--- config.mk ---
export PLATFORM = sky130hd
export DESIGN_NAME = branch_pc_unit_flat
export DESIGN_NICKNAME = d
export VERILOG_FILES = /design/src/rtl/branch_pc_unit_if.sv /design/src/rtl/branch_pc_unit.sv /design/src/flat_wrapper.sv
export SDC_FILE = /design/constraint.sdc
export NUM_CORES = 1
export LEC_CHECK = 0
export ABC_AREA = 1
export CAP_MARGIN = 5
export CORE_ASPECT_RATIO = 0.5
export CORE_MARGIN = 3
export CORE_UTILIZATION = 48
export DETAILED_ROUTE_END_ITERATION = 6
export PLACE_DENSITY = 0.78
export SYNTH_ARGS = -nofsm -noshare
export SYNTH_HDL_FRONTEND = slang
export SYNTH_SLANG_ARGS = --single-unit
--- constraint.sdc ---
create_clock -name clk -period 3.1 [get_ports clk]
set_clock_uncertainty 0.15 [all_clocks]
set_input_delay 0.465 -clock clk [delete_from_list [all_inputs] [get_ports clk]]
set_output_delay 0.465 -clock clk [all_outputs]
set_load 0.02 [all_outputs]
--- src/rtl/branch_pc_unit_if.sv ---
// Instruction-fetch handshake between the branch/PC stage (master) and instruction memory (slave).
interface branch_pc_unit_if;
  logic        imem_req;
  logic [31:0] imem_addr;
  logic        imem_ready;
  logic        if_valid;

  modport master (output imem_req, output imem_addr, output if_valid, input imem_ready);
  modport slave  (input imem_req, input imem_addr, input if_valid, output imem_ready);
endinterface

--- src/rtl/branch_pc_unit.sv ---
// Branch resolution, PC register and fetch FSM; redirect/flush/misalign_err land one cycle after the deciding edge.
// Backpressure: imem_ready low holds imem_addr; stall holds the PC but never blocks a redirect.
module branch_pc_unit #(
  parameter logic [31:0] RESET_PC = 32'h0000_0000,
  parameter int          CNT_W    = 16
) (
  input  logic             clk,
  input  logic             rst,
  input  logic             stall,
  input  logic             ex_valid,
  input  logic             ex_is_branch,
  input  logic             ex_is_jal,
  input  logic             ex_is_jalr,
  input  logic [2:0]       ex_funct3,
  input  logic [31:0]      ex_pc,
  input  logic [31:0]      ex_imm,
  input  logic [31:0]      ex_rs1,
  input  logic             BrEq,
  input  logic             BrLT,
  output logic             BrUn,
  branch_pc_unit_if.master imem,
  output logic             flush,
  output logic             misalign_err,
  output logic [CNT_W-1:0] br_cnt,
  output logic [CNT_W-1:0] br_taken_cnt
);

  typedef enum logic [1:0] {FETCH, WAIT, REDIR} state_t;

  state_t      state;
  logic [31:0] pc;
  logic [31:0] redir_pc;
  logic        cond;
  logic        legal;
  logic        take;
  logic        misaligned;
  logic        redirect;
  logic        count_br;
  logic [31:0] sum;
  logic [31:0] target;

  always_comb begin
    cond  = 1'b0;
    legal = 1'b1;
    case (ex_funct3)
      3'b000:         cond = BrEq;
      3'b001:         cond = ~BrEq;
      3'b100, 3'b110: cond = BrLT;
      3'b101, 3'b111: cond = ~BrLT;
      default:        legal = 1'b0;
    endcase
  end

  assign BrUn       = ex_funct3[1];
  assign take       = ex_valid & ((ex_is_branch & cond) | ex_is_jal | ex_is_jalr);
  assign sum        = (ex_is_jalr ? ex_rs1 : ex_pc) + ex_imm;
  assign target     = ex_is_jalr ? {sum[31:1], 1'b0} : sum;
  assign misaligned = |target[1:0];
  assign redirect   = take & ~misaligned;
  assign count_br   = ex_valid & ex_is_branch & legal;

  // Request is held high in every state; only reset withdraws it.
  assign imem.imem_req  = ~rst;
  assign imem.imem_addr = pc;
  assign imem.if_valid  = imem.imem_ready & (state != REDIR) & ~take & ~stall;

  always_ff @(posedge clk or posedge rst) begin
    if (rst) begin
      state        <= FETCH;
      pc           <= RESET_PC;
      redir_pc     <= 32'h0;
      flush        <= 1'b0;
      misalign_err <= 1'b0;
      br_cnt       <= '0;
      br_taken_cnt <= '0;
    end else begin
      flush        <= 1'b0;
      misalign_err <= take & misaligned;
      case (state)
        FETCH: begin
          if (redirect) begin
            pc    <= target;
            flush <= 1'b1;
          end else if (imem.imem_ready && !stall) begin
            pc <= pc + 32'd4;
          end else if (!imem.imem_ready) begin
            state <= WAIT;
          end
        end
        WAIT: begin
          // A redirect during an outstanding fetch must wait for that response to drain.
          if (redirect) begin
            redir_pc <= target;
            state    <= REDIR;
          end else if (imem.imem_ready) begin
            state <= FETCH;
            if (!stall) pc <= pc + 32'd4;
          end
        end
        REDIR: begin
          if (imem.imem_ready) begin
            pc    <= redir_pc;
            flush <= 1'b1;
            state <= FETCH;
          end
        end
        default: state <= FETCH;
      endcase
      if (count_br) begin
        if (br_cnt != {CNT_W{1'b1}}) br_cnt <= br_cnt + 1'b1;
        if (cond && br_taken_cnt != {CNT_W{1'b1}}) br_taken_cnt <= br_taken_cnt + 1'b1;
      end
    end
  end

endmodule

--- src/flat_wrapper.sv ---
// flat-port wrapper written by rule: the top's interface ports become plain ports
module branch_pc_unit_flat 
#(
  parameter logic [31:0] RESET_PC = 32'h0000_0000,
  parameter int          CNT_W    = 16
)
  (clk, rst, stall, ex_valid, ex_is_branch, ex_is_jal, ex_is_jalr, ex_funct3, ex_pc, ex_imm, ex_rs1, BrEq, BrLT, BrUn, flush, misalign_err, br_cnt, br_taken_cnt, imem_imem_req, imem_imem_addr, imem_if_valid, imem_imem_ready);
  branch_pc_unit_if imem_i ();
  input  logic clk;
  input  logic rst;
  input  logic stall;
  input  logic ex_valid;
  input  logic ex_is_branch;
  input  logic ex_is_jal;
  input  logic ex_is_jalr;
  input  logic [2:0] ex_funct3;
  input  logic [31:0] ex_pc;
  input  logic [31:0] ex_imm;
  input  logic [31:0] ex_rs1;
  input  logic BrEq;
  input  logic BrLT;
  output logic BrUn;
  output logic flush;
  output logic misalign_err;
  output logic [CNT_W-1:0] br_cnt;
  output logic [CNT_W-1:0] br_taken_cnt;
  output wire logic [$bits(imem_i.imem_req)-1:0] imem_imem_req;
  output wire logic [$bits(imem_i.imem_addr)-1:0] imem_imem_addr;
  output wire logic [$bits(imem_i.if_valid)-1:0] imem_if_valid;
  input wire logic [$bits(imem_i.imem_ready)-1:0] imem_imem_ready;
  assign imem_imem_req = imem_i.imem_req;
  assign imem_imem_addr = imem_i.imem_addr;
  assign imem_if_valid = imem_i.if_valid;
  assign imem_i.imem_ready = imem_imem_ready;
  branch_pc_unit #(.RESET_PC(RESET_PC), .CNT_W(CNT_W)) u_core (.clk(clk), .rst(rst), .stall(stall), .ex_valid(ex_valid), .ex_is_branch(ex_is_branch), .ex_is_jal(ex_is_jal), .ex_is_jalr(ex_is_jalr), .ex_funct3(ex_funct3), .ex_pc(ex_pc), .ex_imm(ex_imm), .ex_rs1(ex_rs1), .BrEq(BrEq), .BrLT(BrLT), .BrUn(BrUn), .imem(imem_i), .flush(flush), .misalign_err(misalign_err), .br_cnt(br_cnt), .br_taken_cnt(br_taken_cnt));
endmodule
# --- Yosys cells after proc, flatten, opt, wreduce, memory -nomap -nowiden ---
# Index checks and enable logic that the tools add are counted.
totals:
  ff_bits: 100
  latch_bits: 0
  mem_bits_rw: 0
  romBits: 0
  input_bits: 109
  word_cells: 81
  n_memories: 0
classes:
  n_addsub: 4
  mul: 0
  n_div: 0
  n_lt_le_gt_ge: 0
  n_eq_ne: 18
  shifts: 0
  muxes: 20
  bitwise: 17
  reduce_logical: 15
ops:
  columns: ["cell", "n"]
  rows:
  - ["$mux W32", 7]
  - ["$pmux W32 S3", 1]
  - ["$add A16 B1 Y16 const B", 2]
  - ["$add A32 B3 Y32 const B", 1]
  - ["$add A32 B32 Y32", 1]
  - ["$ne A16 B16 Y1 const B", 2]
  - ["$ne A2 B2 Y1 const B", 8]
  - ["$eq A3 B3 Y1 const B", 4]
  - ["$mux W2", 5]
  - ["$and A1 B1 Y1", 9]
  - ["$not A1 Y1", 6]
  - ["$pmux W2 S3", 1]
  - ["$reduce_and A2 Y1", 3]
  - ["$reduce_and A6 Y1", 1]
  - ["$reduce_or A2 Y1", 3]
  - ["$reduce_or A6 Y1", 1]
  - ["$mux W1", 4]
  - ["$pmux W1 S4", 1]
  - ["$eq A3 B1 Y1 const B", 1]
  - ["$logic_not A3 Y1", 1]
  - ["$ne A3 B1 Y1 const B", 1]
  - ["$reduce_and A3 Y1", 1]
  - ["$reduce_bool A3 Y1", 1]
  - ["$eq A2 B1 Y1 const B", 1]
  - ["6 further kinds", 8]

# --- Depth between registers and ports, before layout ---
logic_depth:
  word_depth: 10
  ltp_mapped: 20
  mapped_depth_nobuf: 18

# --- Worst setup path before layout ---
# Ideal clock, no wire load.
synth_timing:
  kind: "input port to output port"
  from: "input rst"
  to: "output imem_imem_req"
  arrival_time_ns: 2.638
  setup_slack_ns: -0.153
  cell_stages: 1
  cell_sequence: "inv_1"
synth_via:
  elab_chain_len: 1
synth_lines:
  columns: ["item", "line_no", "text"]
  rows:
  - ["from (decl)", "flat_wrapper.sv:10", "input logic rst;"]
  - ["$not A1 Y1", "branch_pc_unit.sv:63", "assign imem.imem_req = ~rst;"]
  - ["to (decl)", "flat_wrapper.sv:27", "output wire logic [$bits(imem_i.imem_req)-1:0] imem_imem_req;"]
# Every way passes these cells.

# --- Worst setup path in the final report ---
layout_timing:
  from: "input ex_pc[0]"
  to: "register u_core.pc[19], in the netlist u_core.imem.imem_addr[19]"
layout_via:
  elab_cells_between_ends: 11
  cone_classes: "add/sub (1); eq/ne (2); mux (4); bitwise (2); reduce/logical (2)"
layout_rtl:
  columns: ["item", "line_no", "text"]
  rows:
  - ["from (decl)", "flat_wrapper.sv:17", "input logic [31:0] ex_pc;"]
  - ["$mux W32 *", "branch_pc_unit.sv:56", "assign sum = (ex_is_jalr ? ex_rs1 : ex_pc) + ex_imm;"]
  - ["$add A32 B32 Y32 *", "branch_pc_unit.sv:56", null]
  - ["via u_core.sum[1]", "branch_pc_unit.sv:39", "logic [31:0] sum;"]
  - ["$reduce_or A2 Y1 *", "branch_pc_unit.sv:58", "assign misaligned = |target[1:0];"]
  - ["$not A1 Y1 *", "branch_pc_unit.sv:59", "assign redirect = take & ~misaligned;"]
  - ["$and A1 B1 Y1 *", "branch_pc_unit.sv:59", null]
  - ["$ne A3 B1 Y1 (no line) (tied with other cells)", null, null]
  - ["$reduce_and A6 Y1 (no line) or $pmux W32 S3 (tied branches)", null, null]
  - ["to (signal assigned)", "branch_pc_unit.sv:82", "pc <= target;"]
  - ["to (signal assigned)", "branch_pc_unit.sv:85", "pc <= pc + 32'd4;"]
  - ["to (signal assigned)", "branch_pc_unit.sv:97", "if (!stall) pc <= pc + 32'd4;"]
  - ["to (decl)", "branch_pc_unit.sv:31", "logic [31:0] pc;"]
# Mark *: on every way through the listed nets, which the timed path passes. The rest lies on a longest branch.
# A chain may end at the register's enable or synchronous reset.

==> impl_metrics.ini <==
[logic_synthesis]
syn_nets = 1556
synth_top_cell_by_area = dfrtp_1
synth.distinct_cells = 46
synth_area_sq_mm = 0.008632
ys.flop_type = dfrtp_1
synth_top_area_frac = 0.2899
synth_commonest_cells = nand2_1, inv_1, nor2_1
synth_top_family_by_area = simple AND/OR/NAND/NOR gates
synthSimpleGateAreaFrac = 0.4050
ys_ff_latch = 100
netlist_top_cells_area = dfrtp_1, nand2_1, inv_1
yosys.area_share.adder = 0.05740
async_flop_share = 1.000
synth_cells = 1408
synth_edf_count = 0
muxShareOfSynthArea = 0.001305
synthMostInstantiatedCell = nand2_1
synthXorXnorAreaFrac = 0.05783
yosysWarningCount = 0
synth_compound_area_frac = 0.08610
synth_seq_area_share = 0.2899
avgSynthCellArea_sq_um = 6.131

[placement]
io_buffer_count = 177
dp.cells = 1876
post-place-ws_ns = -0.2378
gp_congestion = 0.9432
hpwl_um = 22800
place_area_sq_mm = 0.01131

[global_route]
overflow = 0
grt_pass1_wl_um = 45240
grt_pass1_vias = 9062
antenna_found_initial = 0
grt_max_degree = 101
track_usage = 0.2836

[drt]
antenna_left = 0
vias = 9732
routed_wl_um = 28090
post-route-drc-count = 0
drt_iter0_markers = 944
dr.pass1.iters = 5
routedWlPerCell_um = 14.82
viasPerCell = 5.136

[power]
vdd_drop_max_mv = 0.3700
pwr_density_cell_mw_per_mm2 = 694.6
p_leak_nw = 6.069

[cts]
clock-root-buffer = clkbuf_16
cts_buffer_depth = 2
cts_buffers = 9
clock_latency_ns = 0.35
cts.sinks = 100
cts_tree = done
clk_pin_slew_ns = 0.08
cts.htree.levels = 3
cts-hold-fix-buffers = 0

[flow_run]
cap_viol_max_count = 0

[floorplanning]
die_h_um = 100.8
die-area_sq_mm = 0.01973
fp.dieW_um = 195.7
pin_count = 178
row_count = 33
initial_core_util = 0.5087
core_sq_mm = 0.01697

[sta]
post-route-min-period_ns = 2.913
fmax_mhz = 343.3
tightest_slew_ns = 0.5914
setup_viol = 0
slew_viol_final = 0
worst_hold_slack_ns = 0.3329
rsz0062_at_grt = no
slew_headroom = 0.6057
setup_slack_ns = 0.1872
min_period_over_period = 0.9396
finalHoldViolCount = 0

[setup_path]
crit_chain = clkdlybuf4s50_1, nand2_1, nand2_1, ha_1, fa_1, a21oi_4, buf_4, nand3_4, nand2_1, nor2_4, buf_12, o21ai_0, nor2_1, a21oi_1
startpoint_type = input pin
cp_max_fo = 19
slowest_delay_ns = 0.54
crit_slowest_cell = fa_1
endpoint_kind = register
critPathKind = in -> reg
crit_arrival_ns = 3.00
crit_family = buffers and inverters
cpMostUsedCell = nand2_1
required_ns = 3.19
crit_buf_inv = 3

[finish]
drive_above_1_share = 0.08633
nNetsFinal = 1811
finalNonFillerCells = 1895
num_antenna_cells = 0
stdcell_area_sq_mm = 0.01168
area_growth_pct = 35.32

[status]
outcome = complete, no violations

[min_path]
worstHoldPathType = reg -> reg
-- layer usage --
metal / up-vias / track usage / share of wire
li1: 4891 / - / -
met1: 4376 / 0.4214 / 0.47
met2: 432 / 0.4359 / 0.42
met3: 33 / 0.04808 / 0.092
met4: 0 / 0.05911 / 0.014
met5: - / 0 / 0
-- sequential cells by signal, summed over array words and instances (netlist names) --
name and count:
u_core.misalign_err 1, u_core.imem.imem_addr 32, u_core.state 2, u_core.br_cnt 16, u_core.flush 1, u_core.br_taken_cnt 16, u_core.redir_pc 32
-- timing repair --
item / in CTS / in global routing
setup endpoints to repair: 0 / 17
setup buffers: 0 / 2
endpoints found under the hold margin: 0 / 0
gates resized for setup: 0 / 12
-- worst min-delay path: cells and delay by family, from the launching register on --
kind | cells | cell delay, ns
buf+inv | 1 | 0.05
flops | 1 | 0.35
simple gates | 1 | 0.06
-- logic make-up after synthesis --
family          Yosys count
simple gates            856
buf+inv                 226
compound gates          129
flops                   100
xor+xnor                 57
fa+ha+maj                39
mux                       1
-- final cells by class --
class | count | area (sq um)
clock buffer | 9 | 225.2
multi-input combinational | 1082 | 5279
timing repair buffer | 273 | 2579
inverter | 197 | 743.2
sequential | 100 | 2502
fill | 1498 | 5289
tap | 227 | 284.0
clock inverter | 7 | 68.82
-- path summary, 6_finish.rpt --
check	from	end	slack (ns)	cells past startpoint
worst max-delay path	ex_pc[0]	u_core.imem.imem_addr[19]	0.19	14
worst min-delay path	u_core.redir_pc[1]	u_core.redir_pc[1]	0.33	2
worst max register to register	u_core.state[0]	u_core.imem.imem_addr[19]	0.41	11
worst min register to register	u_core.redir_pc[1]	u_core.redir_pc[1]	0.33	2
max in group asynchronous	rst	u_core.br_taken_cnt[14]	1.84	3
min in group asynchronous	rst	u_core.imem.imem_addr[26]	0.53	3
-- power breakdown --
part           switching, W  total [W]  leakage, nW  internal [W]
Clock              0.000546    0.00111        0.137      0.000564
Sequential         0.000559    0.00234         1.22       0.00178
Combinational       0.00268    0.00466         4.71       0.00198
-- metrics by stage --
| step | power (W) | utilization | TNS [ns] |
|---|---|---|---|
| after floorplan | 0.004889 | - | 0 |
| after global placement | 0.006720 | 0.6664 | -2.100 |
| after detailed placement | 0.006816 | 0.6664 | -5.805 |
| after CTS | 0.007949 | 0.6838 | 0 |
| after global routing | 0.008713 | 0.6883 | 0 |
| final | 0.008114 | 0.6883 | 0 |
-- layout by cell type (no fill, tap or decap), types with 2 or more instances in the layout --
| cell | count |
|---|---|
| buf_12 | 5 |
| inv_2 | 4 |
| dfrtp_1 | 100 |
| nand3_4 | 2 |
| nor2_4 | 3 |
| clkdlybuf4s50_1 | 176 |
| nand2_2 | 2 |
| inv_1 | 192 |
| a21oi_1 | 47 |
| nor3_1 | 15 |
| o21ai_0 | 41 |
| nor4_1 | 2 |
| buf_4 | 89 |
| clkinvlp_4 | 3 |
| xnor2_1 | 19 |
| o21bai_1 | 6 |
| a31oi_1 | 8 |
| o21ai_1 | 2 |
| o22ai_1 | 7 |
| xor2_1 | 38 |
| clkbuf_16 | 10 |
| ha_1 | 38 |
| nor2_2 | 7 |
| nand3b_1 | 8 |
| nand4_1 | 16 |
| nand3_1 | 81 |
| inv_6 | 2 |
| nand2_1 | 550 |
| nand2_4 | 2 |
| o21a_1 | 7 |
| nor2_1 | 158 |
| or2_2 | 5 |
| a22oi_1 | 2 |
| o211ai_1 | 2 |
Power figures use the tool's default switching activity.
